$ cat src/rtl/act_lut_interp_pkg.sv
// Shared constants for the activation LUT interpolator.
//   ADDR_W : LUT address width (table depth = 2**ADDR_W)
//   FRAC_W : fractional input bits used for interpolation
//   DATA_W : LUT entry / result width (unsigned)
//   PROD_W : width of the signed diff*frac product
package act_pkg;

  localparam int unsigned ADDR_W = 4;
  localparam int unsigned FRAC_W = 4;
  localparam int unsigned DATA_W = 8;
  localparam int unsigned PROD_W = DATA_W + FRAC_W + 2;

endpackage

$ cat src/rtl/act_lut_interp_if.sv
// Sample/result stream bundle for act_lut_interp.
//   in_valid/in_ready/in_x    : sample stream into the block
//   out_valid/out_ready/out_y : interpolated result stream out of the block
// slave = the interpolator, master = the producer/consumer side.
interface act_lut_interp_if #(
  parameter int unsigned ADDR_W = act_pkg::ADDR_W,
  parameter int unsigned FRAC_W = act_pkg::FRAC_W,
  parameter int unsigned DATA_W = act_pkg::DATA_W
) ();

  logic                       in_valid;
  logic                       in_ready;
  logic [ADDR_W+FRAC_W-1:0]   in_x;
  logic                       out_valid;
  logic                       out_ready;
  logic [DATA_W-1:0]          out_y;

  modport slave (
    input  in_valid, in_x, out_ready,
    output in_ready, out_valid, out_y
  );

  modport master (
    output in_valid, in_x, out_ready,
    input  in_ready, out_valid, out_y
  );

endinterface

$ cat src/rtl/act_interp_dp.sv
// Combinational interpolation datapath.
//   base_i : LUT[addr]
//   next_i : LUT[addr+1]
//   frac_i : fractional position between base and next
//   y_o    : base + floor((next-base)*frac / 2**FRAC_W), clamped to [0, 2**DATA_W-1]
module act_interp_dp #(
  parameter int unsigned DATA_W = act_pkg::DATA_W,
  parameter int unsigned FRAC_W = act_pkg::FRAC_W
) (
  input  logic [DATA_W-1:0] base_i,
  input  logic [DATA_W-1:0] next_i,
  input  logic [FRAC_W-1:0] frac_i,
  output logic [DATA_W-1:0] y_o
);

  localparam int unsigned PW = DATA_W + FRAC_W + 2;
  localparam logic signed [PW-1:0] YMAX = {{(PW-DATA_W){1'b0}}, {DATA_W{1'b1}}};

  logic signed [DATA_W:0] diff;
  logic signed [FRAC_W:0] frac_s;
  logic signed [PW-1:0]   diff_x;
  logic signed [PW-1:0]   frac_x;
  logic signed [PW-1:0]   prod;
  logic signed [PW-1:0]   step;
  logic signed [PW-1:0]   sum;

  always_comb begin
    diff   = $signed({1'b0, next_i}) - $signed({1'b0, base_i});
    frac_s = $signed({1'b0, frac_i});
    diff_x = {{(PW-DATA_W-1){diff[DATA_W]}}, diff};
    frac_x = {{(PW-FRAC_W-1){1'b0}}, frac_s};
    prod   = diff_x * frac_x;
    // Arithmetic shift floors toward -inf for descending segments.
    step   = prod >>> FRAC_W;
    sum    = $signed({{(PW-DATA_W){1'b0}}, base_i}) + step;
    if (sum[PW-1]) begin
      y_o = '0;
    end else if (sum > YMAX) begin
      y_o = '1;
    end else begin
      y_o = sum[DATA_W-1:0];
    end
  end

endmodule

$ cat src/rtl/act_lut_interp.sv
// Activation LUT reader with linear interpolation, two-stage pipeline.
//   clk, rst_n : clock (rising edge), asynchronous active-low reset
//   bus        : sample/result streams (act_lut_interp_if.slave)
//   lut_addr   : registered address to the external LUT
//   lut_base   : LUT[lut_addr]
//   lut_next   : LUT[lut_addr+1] (LUT[last] at the top address)
// S0 registers address/fraction on accept; S1 samples the LUT pair and
// registers the interpolated result. Latency 2, 1 sample/cycle sustained.
module act_lut_interp #(
  parameter int unsigned ADDR_W = act_pkg::ADDR_W,
  parameter int unsigned FRAC_W = act_pkg::FRAC_W,
  parameter int unsigned DATA_W = act_pkg::DATA_W
) (
  input  logic               clk,
  input  logic               rst_n,
  act_lut_interp_if.slave    bus,
  output logic [ADDR_W-1:0]  lut_addr,
  input  logic [DATA_W-1:0]  lut_base,
  input  logic [DATA_W-1:0]  lut_next
);

  logic              s0_valid_q, s0_valid_d;
  logic [ADDR_W-1:0] lut_addr_q, lut_addr_d;
  logic [FRAC_W-1:0] frac_q, frac_d;
  logic              out_valid_q, out_valid_d;
  logic [DATA_W-1:0] out_y_q, out_y_d;

  logic              advance;
  logic              accept;
  logic [DATA_W-1:0] y_interp;

  act_interp_dp #(
    .DATA_W (DATA_W),
    .FRAC_W (FRAC_W)
  ) u_dp (
    .base_i (lut_base),
    .next_i (lut_next),
    .frac_i (frac_q),
    .y_o    (y_interp)
  );

  always_comb begin
    advance      = !out_valid_q || bus.out_ready;
    bus.in_ready = !s0_valid_q || advance;
    accept       = bus.in_valid && bus.in_ready;

    s0_valid_d  = s0_valid_q;
    lut_addr_d  = lut_addr_q;
    frac_d      = frac_q;
    out_valid_d = out_valid_q;
    out_y_d     = out_y_q;

    if (advance) begin
      out_valid_d = s0_valid_q;
      if (s0_valid_q) begin
        out_y_d = y_interp;
      end
    end

    // S0 empties when its sample moves to S1, unless refilled this cycle.
    if (accept) begin
      s0_valid_d = 1'b1;
      lut_addr_d = bus.in_x[ADDR_W+FRAC_W-1 -: ADDR_W];
      frac_d     = bus.in_x[FRAC_W-1:0];
    end else if (advance) begin
      s0_valid_d = 1'b0;
    end
  end

  always_ff @(posedge clk or negedge rst_n) begin
    if (!rst_n) begin
      s0_valid_q  <= 1'b0;
      lut_addr_q  <= '0;
      frac_q      <= '0;
      out_valid_q <= 1'b0;
      out_y_q     <= '0;
    end else begin
      s0_valid_q  <= s0_valid_d;
      lut_addr_q  <= lut_addr_d;
      frac_q      <= frac_d;
      out_valid_q <= out_valid_d;
      out_y_q     <= out_y_d;
    end
  end

  assign lut_addr      = lut_addr_q;
  assign bus.out_valid = out_valid_q;
  assign bus.out_y     = out_y_q;

endmodule

$ cat src/flat_wrapper.sv
// flat-port wrapper written by rule: the top's interface ports become plain ports
module act_lut_interp_flat 
#(
  parameter int unsigned ADDR_W = act_pkg::ADDR_W,
  parameter int unsigned FRAC_W = act_pkg::FRAC_W,
  parameter int unsigned DATA_W = act_pkg::DATA_W
)
  (clk, rst_n, lut_addr, lut_base, lut_next, bus_in_valid, bus_in_x, bus_out_ready, bus_in_ready, bus_out_valid, bus_out_y);
  act_lut_interp_if #(.ADDR_W(ADDR_W), .FRAC_W(FRAC_W), .DATA_W(DATA_W)) bus_i ();
  input  logic clk;
  input  logic rst_n;
  output logic [ADDR_W-1:0] lut_addr;
  input  logic [DATA_W-1:0] lut_base;
  input  logic [DATA_W-1:0] lut_next;
  input wire logic [$bits(bus_i.in_valid)-1:0] bus_in_valid;
  input wire logic [$bits(bus_i.in_x)-1:0] bus_in_x;
  input wire logic [$bits(bus_i.out_ready)-1:0] bus_out_ready;
  output wire logic [$bits(bus_i.in_ready)-1:0] bus_in_ready;
  output wire logic [$bits(bus_i.out_valid)-1:0] bus_out_valid;
  output wire logic [$bits(bus_i.out_y)-1:0] bus_out_y;
  assign bus_i.in_valid = bus_in_valid;
  assign bus_i.in_x = bus_in_x;
  assign bus_i.out_ready = bus_out_ready;
  assign bus_in_ready = bus_i.in_ready;
  assign bus_out_valid = bus_i.out_valid;
  assign bus_out_y = bus_i.out_y;
  act_lut_interp #(.ADDR_W(ADDR_W), .FRAC_W(FRAC_W), .DATA_W(DATA_W)) u_core (.clk(clk), .rst_n(rst_n), .bus(bus_i), .lut_addr(lut_addr), .lut_base(lut_base), .lut_next(lut_next));
endmodule
$ cat config.mk
export PLATFORM = sky130hd
export DESIGN_NAME = act_lut_interp_flat
export DESIGN_NICKNAME = d
export VERILOG_FILES = /design/src/rtl/act_lut_interp_pkg.sv /design/src/rtl/act_lut_interp_if.sv /design/src/rtl/act_interp_dp.sv /design/src/rtl/act_lut_interp.sv /design/src/flat_wrapper.sv
export SDC_FILE = /design/constraint.sdc
export NUM_CORES = 1
export LEC_CHECK = 0
export ABC_AREA = 1
export BUFFER_PORTS_ARGS = -buffer_cell sky130_fd_sc_hd__buf_2
export CELL_PAD_IN_SITES_DETAIL_PLACEMENT = 0
export CELL_PAD_IN_SITES_GLOBAL_PLACEMENT = 1
export CORE_MARGIN = 2
export CORE_UTILIZATION = 35
export DETAILED_ROUTE_END_ITERATION = 10
export PLACE_DENSITY_LB_ADDON = 0.25
export SETUP_SLACK_MARGIN = 0.05
export SLEW_MARGIN = 5
export SYNTH_ARGS = -nofsm -noshare
export SYNTH_HDL_FRONTEND = slang
export SYNTH_SLANG_ARGS = --single-unit
$ cat constraint.sdc
create_clock -name clk -period 4.9 [get_ports clk]
set_clock_uncertainty 0.2 [all_clocks]
set_input_delay 0.98 -clock clk [delete_from_list [all_inputs] [get_ports clk]]
set_output_delay 0.98 -clock clk [all_outputs]
set_load 0.02 [all_outputs]
==> results list <==
- Maximum buffer depth of the clock tree: 2
- The number of nets in the synthesized netlist is 491.
- Maximum number of pins on one net before global-route repair: 19
* Worst relative slew slack: 0.706
* Most used flip-flop cell after synthesis: sky130_fd_sc_hd__dfrtp_1
- All-Layer GR Usage: 0.163
- Most common library cell in the layout ignoring fill and taps: sky130_fd_sc_hd__buf_4
- The floorplan step set the die width to 96.4 um.
- CTS Sinks: 18
- In the synthesized netlist, the number of instances is 403.
* Final count of hold timing violations: 0
- After detailed routing, the total wire length is 7.45 mm.
- Latest clock arrival within the worst-skew pair: 0.25 ns
- Cts bufs inserted: 3
* Starting Density: 0.362
* Average wire length per cell after detail routing: 11.7 um
* Placeable core region: 8260 um^2
- Gp weighted congestion: 0.839
* Setup slack after layout: -1.04 ns
- In this run the number of H-tree levels came out at 1.
- # hold bufs at CTS: 0
- Using the TritonRoute via totals, the vias-per-cell ratio works out to 4.45.
* First-pass iteration count of the detailed router: 5
- Setup repair after global routing could not meet its margin everywhere.
- The share of the Yosys chip area taken by registers is 0.151.
- Antenna fix cells: 0
- The number of slew-limit violations in the final report was 0.
* Post-synth EDFFs: 0
- By area, the combinational part of the netlist is dominated by adder cells.
* Req. time, crit path: 4.85 ns
- Leaving out fill and tap cells, the most frequent cells in the layout are sky130_fd_sc_hd__buf_4, sky130_fd_sc_hd__nand2_1, sky130_fd_sc_hd__inv_1, sky130_fd_sc_hd__buf_2, sky130_fd_sc_hd__nor2_1.
- The final reports fail on negative setup slack.
- The die is 96.4 um tall.
* F_max: 168 MHz
- Via count: 2842
- Of the total synthesized cell area, the portion taken by full adders, half adders and majority gates is 0.302.
* Slew at the pin closest to its max-slew limit: 0.440 ns
- The first global-routing pass estimated 12.0 mm of wire.
* Die ar.: 9290 um^2
* Type of the most critical hold path: reg -> reg
- The mapped netlist covers 2990 um^2.
* Clock tree from TritonCTS: done
- DRT iter0 DRCs: 49
- Quantity of I/O buffers inserted on ports: 41
* Element type at the critical path end: register
- Critical Path Source Type: input port
* Post-synthesis sequential element count: 18
* Synth cell types: 34
* Worst-path clk slew: 0.07 ns
- The worst path in the final design needs a cycle of 5.94 ns, including I/O delays and setup.
- Of the total synthesized cell area, the portion taken by XOR and XNOR cells is 0.0557.
* Number of design rule violations left after detail routing: 0
* Post-route clock period utilization: 1.21
- The tool flagged a number of max-cap violations equal to 0.
* Share of synthesized cell area in and, or, nand and nor gates: 0.288
* Share of the synthesized area in compound gates (AO/OA/AOI/OAI): 0.0792
- After floorplanning, the core was divided into 33 placement rows.
- Worst path max stage delay: 0.51 ns
- Outcome: complete, but fails checks
* CP Class: in -> reg
* Slowest CP cell: sky130_fd_sc_hd__fa_1
- Proportion of synthesized area in mux cells: 0.0151
* Final ANT Viol Nets: 0
- Total placed cells including tap cells: 623
- Antenna violations before repair: 0
* Vias in the first global route: 2790
- CTS root buf: sky130_fd_sc_hd__clkbuf_8
* Total grt overflow: 0
* Fraction of final layout cells with drive strength greater than 1: 0.405
* Mean area per synthesized cell: 7.41 um^2
* Setup-violating endpoint count in the final report: 8
- Non-filler cells in the finished layout: 638
- Yosys warns: 0
- Library cell appearing most often on the critical path: sky130_fd_sc_hd__nand2_2
- Area Overhead vs Synth: 43.6%
- STA puts the critical path data arrival time at 5.89 ns.
- After synthesis, the share of flip-flops with an asynchronous set or reset is 1.00.
* Total of fill cells in the finished design: 811
- Detailed placement finished with a half-perimeter wire length of 6.56 mm.
- Highest net fanout along the worst path: 8
- Final #Nets: 623
- Pin placement for this block handled 42 I/O pins.
sequential cells by signal, indices dropped and copies added (netlist names):
register	cells
u_core.bus.out_valid	1
u_core.bus.out_y	8
u_core.frac_q	4
u_core.lut_addr	4
u_core.s0_valid_q	1
critical path: cells and delay by family:
| family | cells | cell delay, ns |
|---|---|---|
| XOR/XNOR | 2 | 0.24 |
| buffers and inverters | 5 | 0.36 |
| AO/OA/AOI/OAI | 4 | 0.59 |
| AND/OR/NAND/NOR | 14 | 1.29 |
| adder cells (fa/ha/maj) | 7 | 2.40 |
timing repair:
item	4_1_cts	5_1_grt
gates resized for setup	8	20
endpoints found under the hold margin	0	0
setup buffers	9	3
setup endpoints to repair	8	8
pin swaps	11	28
Yosys cell counts, types with 3 or more instances:
| cell type | instances | share of area |
|---|---|---|
| sky130_fd_sc_hd__a21oi_1 | 25 | 0.042 |
| sky130_fd_sc_hd__a21oi_2 | 4 | 0.012 |
| sky130_fd_sc_hd__a31oi_1 | 3 | 0.0063 |
| sky130_fd_sc_hd__dfrtp_1 | 18 | 0.15 |
| sky130_fd_sc_hd__fa_1 | 20 | 0.13 |
| sky130_fd_sc_hd__ha_1 | 40 | 0.17 |
| sky130_fd_sc_hd__inv_1 | 78 | 0.098 |
| sky130_fd_sc_hd__inv_2 | 6 | 0.0075 |
| sky130_fd_sc_hd__mux2_2 | 4 | 0.015 |
| sky130_fd_sc_hd__nand2_1 | 86 | 0.11 |
| sky130_fd_sc_hd__nand2_2 | 7 | 0.015 |
| sky130_fd_sc_hd__nand2_4 | 5 | 0.019 |
| sky130_fd_sc_hd__nand3_1 | 17 | 0.028 |
| sky130_fd_sc_hd__nand3_2 | 5 | 0.017 |
| sky130_fd_sc_hd__nand3b_1 | 3 | 0.0075 |
| sky130_fd_sc_hd__nor2_1 | 36 | 0.045 |
| sky130_fd_sc_hd__nor2_2 | 3 | 0.0063 |
| sky130_fd_sc_hd__o21ai_0 | 4 | 0.0067 |
| sky130_fd_sc_hd__or2_2 | 3 | 0.0063 |
| sky130_fd_sc_hd__xnor2_1 | 11 | 0.032 |
| sky130_fd_sc_hd__xor2_1 | 8 | 0.023 |
final timing paths:
| path | start | end | slack, ns | cells after the start |
|---|---|---|---|---|
| max in group asynchronous | rst_n | u_core.frac_q[0]$_DFFE_PN0P_ | 3.75 | 1 |
| min reg2reg | u_core.bus.out_y[7]$_DFFE_PN0P_ | u_core.bus.out_y[7]$_DFFE_PN0P_ | 0.28 | 2 |
| max reg2reg | u_core.frac_q[2]$_DFFE_PN0P_ | u_core.bus.out_y[0]$_DFFE_PN0P_ | 0.22 | 25 |
| min | u_core.bus.out_y[7]$_DFFE_PN0P_ | u_core.bus.out_y[7]$_DFFE_PN0P_ | 0.28 | 2 |
| min in group asynchronous | rst_n | u_core.bus.out_y[3]$_DFFE_PN0P_ | 0.45 | 1 |
| max | lut_base[0] | u_core.bus.out_y[0]$_DFFE_PN0P_ | -1.04 | 32 |
kinds of logic (layout without fill, tap and decap cells):
family	Yosys count	count (layout)
flops	18	18
compound gates	40	40
xor+xnor	19	19
simple gates	175	175
buf+inv	87	217
mux	4	4
fa+ha+maj	60	60
metal layers:
metal / vias up / global-route usage / part of all wire
met5: - / 0 / 0
met4: 0 / 0.0153 / 0.0035
met3: 4 / 0.0178 / 0.013
met2: 22 / 0.288 / 0.49
met1: 1305 / 0.224 / 0.50
li1: 1511 / - / -
cell type report:
type,count,area (um^2),share of cell area
well taps,105,131,0.0306
clock buffers,3,41.3,0.00963
multi-input cells,298,2450,0.571
repair buffers,128,885,0.206
inverters,86,330,0.0770
flip-flops and latches,18,450,0.105
per-stage QoR:
step                hold slack [ns]  worst slack [ns]  utilization  area (um^2)  TNS, ns
floorplan                     0.384            -0.925            -         3120    -7.40
global placement              0.259             -1.34        0.486         4010   -10.66
detailed placement            0.262             -1.37        0.486         4010   -10.92
CTS                           0.273             -1.00        0.503         4150    -7.93
global route                  0.315             -1.32        0.519         4290   -10.39
finish                        0.276             -1.04        0.519         4290    -8.26
Power is not shown: default switching activity piles up to over one toggle a cycle in this logic, so the estimate is an artifact.
